$ cat src/rtl/seg_disp_pkg.sv
// rtl/seg_disp_pkg.sv - shared types and constants for the display content scheduler
package seg_disp_pkg;

    localparam int NUM_DIG = 5;
    localparam int BCD_W   = 20;
    localparam int BIN_W   = 16;

    localparam logic [1:0] PG_MEAS  = 2'd0;
    localparam logic [1:0] PG_SET   = 2'd1;
    localparam logic [1:0] PG_ALARM = 2'd2;

    typedef enum logic [1:0] {
        ST_IDLE = 2'd0,
        ST_CONV = 2'd1,
        ST_DONE = 2'd2
    } state_t;

    // Marks every zero digit above the first non-zero one; the units digit always stays lit.
    function automatic logic [NUM_DIG-1:0] lead_zero_blank(input logic [BCD_W-1:0] bcd);
        logic [NUM_DIG-1:0] blank;
        logic               still_zero;
        blank      = '0;
        still_zero = 1'b1;
        for (int i = NUM_DIG - 1; i >= 1; i--) begin
            still_zero = still_zero && (bcd[i*4 +: 4] == 4'd0);
            blank[i]   = still_zero;
        end
        return blank;
    endfunction

endpackage

$ cat src/rtl/bin2bcd_seq.sv
// rtl/bin2bcd_seq.sv - iterative double-dabble converter, one bit per cycle
module bin2bcd_seq
    import seg_disp_pkg::*;
(
    input  logic             clk,
    input  logic             rst_n,
    input  logic             start,
    input  logic [BIN_W-1:0] bin,
    output logic             busy,
    output logic             done,
    output logic [BCD_W-1:0] bcd
);

    logic [BIN_W-1:0] shreg;
    logic [3:0]       iter;
    logic [BCD_W-1:0] adj;

    // Add-3 correction on every nibble that would overflow past 9 after the shift
    always_comb begin
        adj = bcd;
        for (int i = 0; i < NUM_DIG; i++) begin
            if (bcd[i*4 +: 4] >= 4'd5) begin
                adj[i*4 +: 4] = bcd[i*4 +: 4] + 4'd3;
            end
        end
    end

    // High during the cycle whose closing edge performs the last iteration
    assign done = busy && (iter == 4'd15);

    // Load on start, then shift one binary bit into the BCD register per cycle
    always_ff @(posedge clk or negedge rst_n) begin
        if (!rst_n) begin
            shreg <= '0;
            iter  <= '0;
            busy  <= 1'b0;
            bcd   <= '0;
        end else if (start) begin
            shreg <= bin;
            iter  <= '0;
            busy  <= 1'b1;
            bcd   <= '0;
        end else if (busy) begin
            bcd   <= {adj[BCD_W-2:0], shreg[BIN_W-1]};
            shreg <= {shreg[BIN_W-2:0], 1'b0};
            iter  <= iter + 4'd1;
            if (iter == 4'd15) begin
                busy <= 1'b0;
            end
        end
    end

endmodule

$ cat src/rtl/seg_disp_ctrl.sv
// rtl/seg_disp_ctrl.sv - page scheduler, page timer and BCD publisher (SEG_LZB_EN: leading-zero blanking)
module seg_disp_ctrl
    import seg_disp_pkg::*;
#(
    parameter int CLK_FREQ = 50_000_000,
    parameter int PAGE_MS  = 2000
) (
    input  logic        sys_clk,
    input  logic        sys_rst_n,
    input  logic [15:0] src0_val,
    input  logic        src0_vld,
    input  logic [15:0] src1_val,
    input  logic        src1_vld,
    input  logic        alarm_req,
    input  logic [3:0]  alarm_code,
    input  logic        key_next,
    input  logic        auto_en,
    output logic [19:0] disp_bcd,
    output logic [4:0]  disp_blank,
    output logic [1:0]  disp_page,
    output logic        disp_upd
);

    localparam int PRE_DIV = (CLK_FREQ / 1000 > 0) ? CLK_FREQ / 1000 : 1;
    localparam int PRE_W   = (PRE_DIV > 1) ? $clog2(PRE_DIV) : 1;
    localparam int MS_W    = (PAGE_MS > 1) ? $clog2(PAGE_MS) : 1;
    localparam logic [PRE_W-1:0] PRE_LAST = PRE_W'(PRE_DIV - 1);
    localparam logic [MS_W-1:0]  MS_LAST  = MS_W'(PAGE_MS - 1);

    state_t           state;
    logic             sel_page;
    logic             alarm_q;
    logic [3:0]       code_q;
    logic             pend;
    logic [1:0]       page_q;
    logic [PRE_W-1:0] pre_cnt;
    logic [MS_W-1:0]  ms_cnt;

    logic [1:0]       eff_page;
    logic [15:0]      launch_val;
    logic             run;
    logic             alarm_fall;
    logic             expire;
    logic             toggle;
    logic             trig;
    logic             launch;
    logic             conv_busy;
    logic             conv_done;
    logic [BCD_W-1:0] conv_bcd;

    assign run        = auto_en && !alarm_req;
    assign alarm_fall = alarm_q && !alarm_req;
    assign expire     = run && (pre_cnt == PRE_LAST) && (ms_cnt == MS_LAST);
    assign toggle     = (key_next && !alarm_req) || expire;

    // Alarm overrides the user-selected page
    always_comb begin
        eff_page = {1'b0, sel_page};
        if (alarm_req) begin
            eff_page = PG_ALARM;
        end
    end

    // Value belonging to the page that is about to be converted
    always_comb begin
        launch_val = src0_val;
        case (eff_page)
            PG_SET:   launch_val = src1_val;
            PG_ALARM: launch_val = {12'd0, alarm_code};
            default:  launch_val = src0_val;
        endcase
    end

    // A page toggle or an alarm edge both change the effective page in this cycle
    assign trig = ((eff_page == PG_MEAS) && src0_vld)
               || ((eff_page == PG_SET) && src1_vld)
               || toggle
               || (alarm_req != alarm_q)
               || (alarm_req && (alarm_code != code_q));

    assign launch = (state == ST_IDLE) && pend && !conv_busy;

    // Page timer: 1 ms prescaler feeding a ms counter, held at zero whenever it must not run
    always_ff @(posedge sys_clk or negedge sys_rst_n) begin
        if (!sys_rst_n) begin
            pre_cnt <= '0;
            ms_cnt  <= '0;
        end else if (!run || key_next || alarm_fall) begin
            pre_cnt <= '0;
            ms_cnt  <= '0;
        end else if (pre_cnt == PRE_LAST) begin
            pre_cnt <= '0;
            ms_cnt  <= (ms_cnt == MS_LAST) ? '0 : ms_cnt + MS_W'(1);
        end else begin
            pre_cnt <= pre_cnt + PRE_W'(1);
        end
    end

    // User page selection and the history used for edge/change detection
    always_ff @(posedge sys_clk or negedge sys_rst_n) begin
        if (!sys_rst_n) begin
            sel_page <= 1'b0;
            alarm_q  <= 1'b0;
            code_q   <= 4'd0;
        end else begin
            if (toggle) begin
                sel_page <= !sel_page;
            end
            alarm_q <= alarm_req;
            code_q  <= alarm_code;
        end
    end

    // Pending flag: a new trigger wins over the clear at launch so nothing is lost
    always_ff @(posedge sys_clk or negedge sys_rst_n) begin
        if (!sys_rst_n) begin
            pend <= 1'b1;
        end else begin
            pend <= trig || (pend && !launch);
        end
    end

    // Conversion sequencer: launch, wait for the converter, publish
    always_ff @(posedge sys_clk or negedge sys_rst_n) begin
        if (!sys_rst_n) begin
            state  <= ST_IDLE;
            page_q <= PG_MEAS;
        end else begin
            case (state)
                ST_IDLE: begin
                    if (launch) begin
                        state  <= ST_CONV;
                        page_q <= eff_page;
                    end
                end
                ST_CONV: begin
                    if (conv_done) begin
                        state <= ST_DONE;
                    end
                end
                ST_DONE: state <= ST_IDLE;
                default: state <= ST_IDLE;
            endcase
        end
    end

    // Output registers change only together with the update strobe
    always_ff @(posedge sys_clk or negedge sys_rst_n) begin
        if (!sys_rst_n) begin
            disp_bcd  <= '0;
            disp_page <= PG_MEAS;
            disp_upd  <= 1'b0;
        end else begin
            disp_upd <= (state == ST_DONE);
            if (state == ST_DONE) begin
                disp_bcd  <= conv_bcd;
                disp_page <= page_q;
            end
        end
    end

`ifdef SEG_LZB_EN
    // Blank the leading zero digits of the value being published
    always_ff @(posedge sys_clk or negedge sys_rst_n) begin
        if (!sys_rst_n) begin
            disp_blank <= 5'b11110;
        end else if (state == ST_DONE) begin
            disp_blank <= lead_zero_blank(conv_bcd);
        end
    end
`else
    assign disp_blank = 5'b00000;
`endif

    bin2bcd_seq u_bin2bcd (
        .clk   (sys_clk),
        .rst_n (sys_rst_n),
        .start (launch),
        .bin   (launch_val),
        .busy  (conv_busy),
        .done  (conv_done),
        .bcd   (conv_bcd)
    );

endmodule
$ cat config.mk
export PLATFORM = sky130hd
export DESIGN_NAME = seg_disp_ctrl
export DESIGN_NICKNAME = d
export VERILOG_FILES = /design/src/rtl/seg_disp_pkg.sv /design/src/rtl/bin2bcd_seq.sv /design/src/rtl/seg_disp_ctrl.sv
export SDC_FILE = /design/constraint.sdc
export NUM_CORES = 1
export LEC_CHECK = 0
export CORE_ASPECT_RATIO = 1.75
export CORE_MARGIN = 2
export CORE_UTILIZATION = 40
export CTS_CLUSTER_SIZE = 16
export DETAILED_ROUTE_END_ITERATION = 7
export PLACE_DENSITY = 0.72
export SETUP_SLACK_MARGIN = 0.4
export SYNTH_ARGS = -nofsm -noshare
export SYNTH_HDL_FRONTEND = slang
export SYNTH_SLANG_ARGS = --single-unit
export TNS_END_PERCENT = 20
$ cat constraint.sdc
create_clock -name sys_clk -period 2.8 [get_ports sys_clk]
set_input_delay 0.84 -clock sys_clk [delete_from_list [all_inputs] [get_ports sys_clk]]
set_output_delay 0.84 -clock sys_clk [all_outputs]
set_load 0.005 [all_outputs]
======== Word level (Yosys, flattened, before mapping) ========
Cells that the tools add are included.
storage, ports and cells
  register bits ........................... 102
  input port bits ......................... 43
  output and inout port bits .............. 28
  word-level logic and storage cells ...... 94
cells by class
  add/subtract/negate cells ............... 8
  magnitude comparators ................... 5
  equality and inequality tests ........... 11
  muxes and demuxes ....................... 24
  reductions and logical operators ........ 31
operator list
  cell                                                                count
  2-to-1 mux 16 bit                                                   4
  2-to-1 mux 20 bit                                                   2
  2-to-1 mux 11 bit                                                   3
  case mux 16 bit (2 select lines)                                    1
  2-to-1 mux 4 bit                                                    6
  greater-or-equal comparator 4 x 3 -> 1 bit (second input constant)  5
  adder 16 x 1 -> 16 bit (second input constant)                      1
  adder 4 x 2 -> 4 bit (second input constant)                        4
  equality test 16 bit (second input constant)                        1
  logical AND 1 bit                                                   12
  adder 11 x 1 -> 11 bit (second input constant)                      1
  equality test 11 bit (second input constant)                        1
  logical OR 1 bit                                                    8
  2-to-1 mux 2 bit                                                    3
  logical NOT 1 bit                                                   5
  adder 4 x 1 -> 4 bit (second input constant)                        1
  equality test 2 x 1 -> 1 bit (second input constant)                2
  equality test 2 bit (second input constant)                         2
  equality test 4 bit (second input constant)                         1
  logical NOT 2 bit                                                   2
  inequality test 2 bit (second input constant)                       2
  inequality test 4 bit                                               1
  case mux 2 bit (2 select lines)                                     1
  AND reduction 2 bit                                                 2
  5 further kinds                                                     8

======== Logic depth before layout (Yosys ltp) ========
Gate-level depths: netlist (run 1).
  depth after elaboration ................. 9
  gate-level depth with buffers ........... 7
  gate-level depth less buffers ........... 6

======== Modules after synthesis ========
A second synthesis (run 1) with hierarchy kept.
unflattened totals
  cells, all modules ...................... 518
  area, all modules ....................... 5342.6 sq um
by module, submodules not included
  module         times used  cells each  area each (sq um)  sequential area each (sq um)
  seg_disp_ctrl  1           287         3118.0             1527.7
  bin2bcd_seq    1           231         2224.6             1026.0

======== Least setup slack after synthesis (run 1) ========
OpenSTA, ideal clock, no wires.
  path kind ............................... input-to-reg
  from .................................... input alarm_req
  to ...................................... register ms_cnt[5]
  setup time .............................. 0.092 ns
  data arrival time ....................... 2.267 ns
  data required time ...................... 2.708 ns
  path slack .............................. 0.441 ns
  stages .................................. 6
  path buffers ............................ 0
  cell sequence ........................... inv_1 ha_1 or4b_1 a41o_2 or2_1 o31ai_2
on the way
  word-level cells in the longest chain between the ends .. 6
  elaborated cells between the ends (all ways) .. 8
  classes of those cells .................. 1 x mux; 7 x reduce/logical
ends and longest elaborated chain
  item                                                            line                                      source
  start: declaration                                              seg_disp_ctrl.sv:14                       input logic alarm_req,
  logical NOT 1 bit *                                             seg_disp_ctrl.sv:51, seg_disp_ctrl.sv:52
  logical AND 1 bit                                               seg_disp_ctrl.sv:51                       assign run = auto_en && !alarm_req;
  logical NOT 1 bit                                               seg_disp_ctrl.sv:88                       end else if (!run || key_next || alarm_fall) begin
  logical OR 1 bit                                                seg_disp_ctrl.sv:88
  logical OR 1 bit *                                              seg_disp_ctrl.sv:88
  2-to-1 mux 11 bit / nonzero test 2 bit (equally long branches)  n/a
  end signal: assignment                                          seg_disp_ctrl.sv:93                       ms_cnt <= (ms_cnt == MS_LAST) ? '0 : ms_cnt + MS_W'(1);
  end: declaration                                                seg_disp_ctrl.sv:37                       logic [MS_W-1:0] ms_cnt;
Every way passes the cells marked *; elsewhere a longest branch is shown, timed or not.
A chain may end at the register's enable or synchronous reset.

======== Worst setup path in the final report (run 1) ========
  from .................................... input key_next
  to ...................................... register ms_cnt[5]
on the way
  word-level cells in the longest chain between the ends .. 3
  elaborated cells between the ends (all ways) .. 4
  classes of those cells .................. 1 x mux; 3 x reduce/logical
ends and longest elaborated chain
  item                                                            line                 source
  start: declaration                                              seg_disp_ctrl.sv:16  input logic key_next,
  logical OR 1 bit * (2 in a row)                                 seg_disp_ctrl.sv:88
  2-to-1 mux 11 bit / nonzero test 2 bit (equally long branches)  n/a
Marked as above.

==> results of run 1 <==
## power breakdown
group	internal, mW	leakage, nW	switching, mW
Combinational	0.529	1.22	0.385
Sequential	1.66	1.34	0.169
Clock	0.713	0.141	0.543
## what timing repair did
action,in CTS,in global routing
gates cloned,1,0
pin swaps,3,1
endpoints found under the setup margin,25,17
setup buffers,1,0
hold buffers,0,0
resized for setup,4,3
## cell usage in the layout (no fill, tap or decap), types with 3 or more instances in the layout
cell type,instances
conb_1,5
nand4_1,5
xnor2_1,19
nor2_1,35
or3_1,5
nor4_1,3
a22o_1,12
o32ai_1,4
nand2b_1,8
xor2_1,7
mux2i_1,22
o22ai_1,5
clkdlybuf4s50_1,63
and3_1,6
a22oi_1,3
mux2_2,12
clkbuf_16,9
nor2b_1,3
buf_4,12
nand2_1,28
o211ai_1,3
nor3b_1,4
nor3_1,18
and4_1,3
ha_1,13
a21oi_1,44
inv_1,16
nand3_1,11
dfrtp_1,101
o21ai_0,39
## per-stage QoR
step	hold WS [ns]	power [mW]	std cells	util (%)	worst slack (ns)
after global placement	0.447	2.74	705	47.5	-0.117
after floorplan	0.433	2.36	488	-	0.441
after CTS	0.455	4.04	722	50.2	0.428
after detailed placement	0.457	2.78	705	47.5	-0.200
after global routing	0.478	4.21	722	50.2	0.404
final	0.438	4.00	722	50.2	0.447
## state kept, by name, indices dropped and copies added (netlist names)
register / cells
alarm_q: 1
code_q: 4
disp_bcd: 20
disp_page: 2
disp_upd: 1
ms_cnt: 11
page_q: 2
pend: 1
pre_cnt: 16
sel_page: 1
state: 2
u_bin2bcd.bcd: 20
u_bin2bcd.busy: 1
u_bin2bcd.iter: 4
u_bin2bcd.shreg: 16
## area by class of cell
type                       instances  area share, %
clock buffer                      10           3.87
multi-input combinational        343           36.9
sequential                       102           41.4
tap                              168           3.41
inverter                          16          0.973
clock inverter                     5          0.953
timing repair buffer              78           12.5
## metal layers
| layer | share of wire (%) | track usage (%) |
|---|---|---|
| met2 | 58 | 32.7 |
| met5 | 0 | 0 |
| met3 | 2.6 | 3.47 |
| met4 | 1.8 | 6.29 |
| met1 | 37 | 17.5 |
## cell families (layout without fill, tap and decap cells)
family / after synthesis / after routing
and+or+nand+nor: 142 / 142
AOI/OAI and AO/OA: 121 / 122
DFF: 102 / 102
buffers and inverters: 44 / 109
muxes: 34 / 34
xor gates and xnor gates: 26 / 26
adders and majority gates: 14 / 14
other: 1 / 5
## critical path, cell delays in order
cell             delay (ns)
clkdlybuf4s50_1        0.44
or4b_4                 0.55
a41o_4                 0.29
or2_4                  0.26
o31ai_2                0.22
## final timing paths
check	start	endpoint	cells after the start
max	key_next	ms_cnt[5]$_DFFE_PN0P_	5
min	sys_rst_n	disp_bcd[12]$_DFFE_PN0P_	1
max in group asynchronous	sys_rst_n	pend$_DFF_PN1_	2
min in group sys_clk	pre_cnt[0]$_DFF_PN0_	pre_cnt[0]$_DFF_PN0_	1
max reg2reg	pend$_DFF_PN1_	u_bin2bcd.shreg[15]$_DFFE_PN0P_	4
min reg2reg	pre_cnt[0]$_DFF_PN0_	pre_cnt[0]$_DFF_PN0_	1
==> flow_summary.json, run 1 <==
{
  "outcome": "finished clean",
  "synthSimpleGateAreaFrac_pct": 14.9,
  "grt_pass1_wl_um": 17800,
  "synthMuxAreaShare_pct": 7.13,
  "drc": 0,
  "wl_um": 10900,
  "htreeDepth": 3,
  "setup_viol": 0,
  "row_count": 54,
  "min_period_ns": 2.35,
  "synth_top_family_by_area": "simple AND/OR/NAND/NOR gates",
  "synth_seq_cells": 102,
  "place_area_mm2": 0.00584,
  "grt_pass1_vias": 3864,
  "synthesis.area_mm2": 0.00499,
  "cp_data_arrival_time_ns": 2.61,
  "rrSetupSlack_ns": 0.61,
  "syn_inst": 484,
  "synth.distinct_cells": 49,
  "final.setup.tns_ns": 0,
  "drive_gt1_share_pct": 10.1,
  "port_buffers": 65,
  "via_per_inst": 5.35,
  "yosysTopAreaCellShare_pct": 50.7,
  "cellPowerDensity_mw_per_mm2": 648,
  "overflow": 0,
  "synth_xor_area_share_pct": 4.57,
  "ir_drop_mv": 0.383,
  "synth_ff_type": "dfrtp_1",
  "synth_compound_area_share_pct": 14.6,
  "seq_area_mm2": 0.00255,
  "async_flop_share_pct": 100,
  "leakage_nw": 2.70,
  "syn_to_final_growth_pct": 23.8,
  "fill_cells": 1131,
  "critPathKind": "in -> reg",
  "antenna_cells": 0,
  "place_hpwl_um": 8010,
  "dieHeight_um": 152,
  "routabilityCongestion": 0.846,
  "fin_worst_skew_ns": 0.00820,
  "clkSinkCount": 102,
  "start_util_pct": 40.5,
  "core_mm2": 0.0123,
  "avgSynthCellArea_um2": 10.3,
  "fp.dieW_um": 88.4,
  "firstDrtPassIters": 4,
  "clock-root-buffer": "clkbuf_16",
  "path_clk_slew_ns": 0.07,
  "holdCritPathClass": "in -> async",
  "cts.path.max_buffers": 2,
  "synth.area.top_cells": "dfrtp_1, a21oi_1, mux2i_1",
  "synth_edf_count": 0,
  "ys_seq_area_share_pct": 51.2,
  "rsz0062_at_grt": "false",
  "multi_input_area_mm2": 0.00228,
  "vias": 3864,
  "synth_common_cells": "dfrtp_1, a21oi_1, o21ai_0, nor2_1, nand2_1",
  "synth_top_cell_by_area": "dfrtp_1",
  "critPathLaunchType": "primary input",
  "hold_viol_final": 0,
  "grt_max_degree": 50,
  "cp-end-kind": "register",
  "relSlewSlack_pct": 31.0,
  "worstPathMaxFanout": 5,
  "die-area_mm2": 0.0134,
  "numCtsBuffers": 9,
  "cp.required_ns": 3.06,
  "io_pins": 71,
  "insertion_delay_ns": 0.35,
  "final_cell_area_mm2": 0.00617,
  "yosysMostFrequentCell": "dfrtp_1",
  "period_share_pct": 84.0,
  "post_drt_wl_per_cell_um": 15.2,
  "grtUsageTotal_pct": 17.0,
  "yosysWarnings": 0,
  "cts_tree": "yes",
  "antenna_found_initial": 0,
  "slew_violations": 0,
  "fin_nets": 607,
  "max_freq_ghz": 0.425,
  "drtIter0Drc": 183,
  "worst_pin_slew_ns": 1.03,
  "max-cap-violations": 0,
  "synth_fa_ha_area_share_pct": 3.51,
  "ant_nets": 0
}
Note: power is estimated with default switching activity, not from simulation.
==> run 2, diff against run 1 <==
--- a/config.mk
+++ b/config.mk
@@ -10,7 +10,7 @@
 export CORE_UTILIZATION = 40
 export CTS_CLUSTER_SIZE = 16
 export DETAILED_ROUTE_END_ITERATION = 7
-export PLACE_DENSITY = 0.72
+export PLACE_DENSITY = 0.74
 export SETUP_SLACK_MARGIN = 0.4
 export SYNTH_ARGS = -nofsm -noshare
 export SYNTH_HDL_FRONTEND = slang
==> constraint.sdc (replaced) <==
create_clock -name sys_clk -period 2 [get_ports sys_clk]
set_input_delay 0.6 -clock sys_clk [delete_from_list [all_inputs] [get_ports sys_clk]]
set_output_delay 0.6 -clock sys_clk [all_outputs]
set_load 0.005 [all_outputs]
==> flow_summary.json, run 2 (same netlist as run 1, synthesis figures left out) <==
{
  "outcome": "finished clean",
  "top_regs": "disp_bcd: 20 flops, u_bin2bcd.bcd: 20 flops",
  "cellPowerDensity_mw_per_mm2": 834,
  "via_per_inst": 5.35,
  "highest_layer": "met4",
  "worst_slack_ns": 0.0597,
  "cts_tree": "yes",
  "min_period_ns": 1.94,
  "slowest_stage": "or4b_4",
  "worstPathMaxFanout": 4,
  "final_common_cell": "dfrtp_1",
  "wl_met3_um": 272,
  "cp-end-kind": "register",
  "drc": 0,
  "fp.dieW_um": 88.4,
  "critPathLaunchType": "primary input",
  "rsz0062_at_grt": "true",
  "drive_gt1_share_pct": 20.1,
  "core_mm2": 0.0123,
  "wl_met1_um": 4320,
  "max_freq_ghz": 0.515,
  "grt_pass1_wl_um": 18800,
  "relSlewSlack_pct": 62.6,
  "worstPathCellList": "buf_6, buf_6, inv_12, ha_4, or4b_4, a41o_4, or2_4, o31ai_2",
  "cp_common_cell": "buf_6",
  "cts.path.max_buffers": 2,
  "drtIter0Drc": 145,
  "post_drt_wl_per_cell_um": 15.9,
  "htreeDepth": 3,
  "final.setup.tns_ns": 0,
  "worst_pin_slew_ns": 0.556,
  "cp_data_arrival_time_ns": 2.20,
  "final_cell_mix": "dfrtp_1, clkdlybuf4s50_1, o21ai_0, a21oi_1, nor2_1",
  "start_util_pct": 40.5,
  "fin_nets": 633,
  "io_pins": 71,
  "critPathKind": "in -> reg",
  "ff2ff_path_depth": 5,
  "max-cap-violations": 0,
  "setup_viol": 0,
  "pre_cts_ws_ns": -0.802,
  "period_share_pct": 97.0,
  "grt_pass1_vias": 4180,
  "die-area_mm2": 0.0134,
  "antenna_found_initial": 0,
  "leakage_nw": 2.93,
  "overflow": 0,
  "place_hpwl_um": 8230,
  "slowest_delay_ns": 0.54,
  "vias": 4009,
  "holdCritPathClass": "in -> async",
  "dieHeight_um": 152,
  "insertion_delay_ns": 0.34,
  "ant_nets": 0,
  "path_clk_slew_ns": 0.07,
  "antenna_cells": 0,
  "slew_violations": 0,
  "syn_to_final_growth_pct": 35.1,
  "final_util_pct": 54.8,
  "route.met2.wl_um": 6920,
  "row_count": 54,
  "grt_max_degree": 37,
  "ir_drop_mv": 0.402,
  "hold_viol_final": 0,
  "numCtsBuffers": 9,
  "fin_worst_skew_ns": 0.00987,
  "wl_um": 11900,
  "grtUsageTotal_pct": 17.8,
  "clock-root-buffer": "clkbuf_16",
  "routabilityCongestion": 0.885,
  "port_buffers": 65,
  "cp.required_ns": 2.26,
  "clkSinkCount": 102,
  "firstDrtPassIters": 4
}
## run 2: path summary, 6_finish.rpt
check,endpoint,slack [ns],start
max,ms_cnt[5]$_DFFE_PN0P_,0.06,alarm_req
max reg2reg,ms_cnt[5]$_DFFE_PN0P_,0.11,alarm_q$_DFF_PN0_
min in group sys_clk,disp_bcd[13]$_DFFE_PN0P_,0.49,disp_bcd[13]$_DFFE_PN0P_
min reg2reg,disp_bcd[13]$_DFFE_PN0P_,0.49,disp_bcd[13]$_DFFE_PN0P_
max in group asynchronous,u_bin2bcd.iter[1]$_DFFE_PN0P_,1.20,sys_rst_n
min,u_bin2bcd.shreg[15]$_DFFE_PN0P_,0.21,sys_rst_n
## run 2: critical path, delay by kind of cell
family	cells	cell delay (ns)
simple gates	2	0.78
compound gates	2	0.46
buf+inv	3	0.22
fa+ha+maj	1	0.14
## run 2: report_power, final
part / internal, mW / total (mW) / switching [mW] / leakage (nW)
Sequential: 2.32 / 2.52 / 0.192 / 1.34
Combinational: 0.774 / 1.41 / 0.635 / 1.45
Clock: 0.948 / 1.70 / 0.748 / 0.135
Total: 4.05 / 5.62 / 1.58 / 2.93
## run 2: metal layers
metal	vias to the layer above	global-route usage, %
met3	31	2.11
met1	1996	18.5
li1	1901	-
met5	-	0
met4	0	8.79
met2	81	33.9
## run 2: layout make-up
cell class              count  area [um2]
clock buffers              14         274
clock inverters             2        15.0
fillers                  1074        5560
inverters                  16        72.6
multi-input cells         343        2540
flip-flops and latches    102        2550
well taps                 168         210
repair buffers            104        1070
## run 2: metrics by stage
| stage | cells | hold slack [ns] | power, mW | instance area [um2] |
|---|---|---|---|---|
| floorplan | 488 | 0.304 | 3.31 | 5050 |
| global placement | 714 | 0.467 | 3.85 | 5950 |
| detailed placement | 714 | 0.476 | 3.93 | 5950 |
| CTS | 735 | 0.228 | 5.62 | 6320 |
| global route | 749 | 0.246 | 5.91 | 6740 |
| finish | 749 | 0.214 | 5.62 | 6740 |
## run 2: timing repair
action                     CTS  global route
setup endpoints to repair   75            81
setup buffers                5             9
hold buffers                 0             0
resized for setup           24            54
pin swaps                   10            24
gates cloned                 0             5
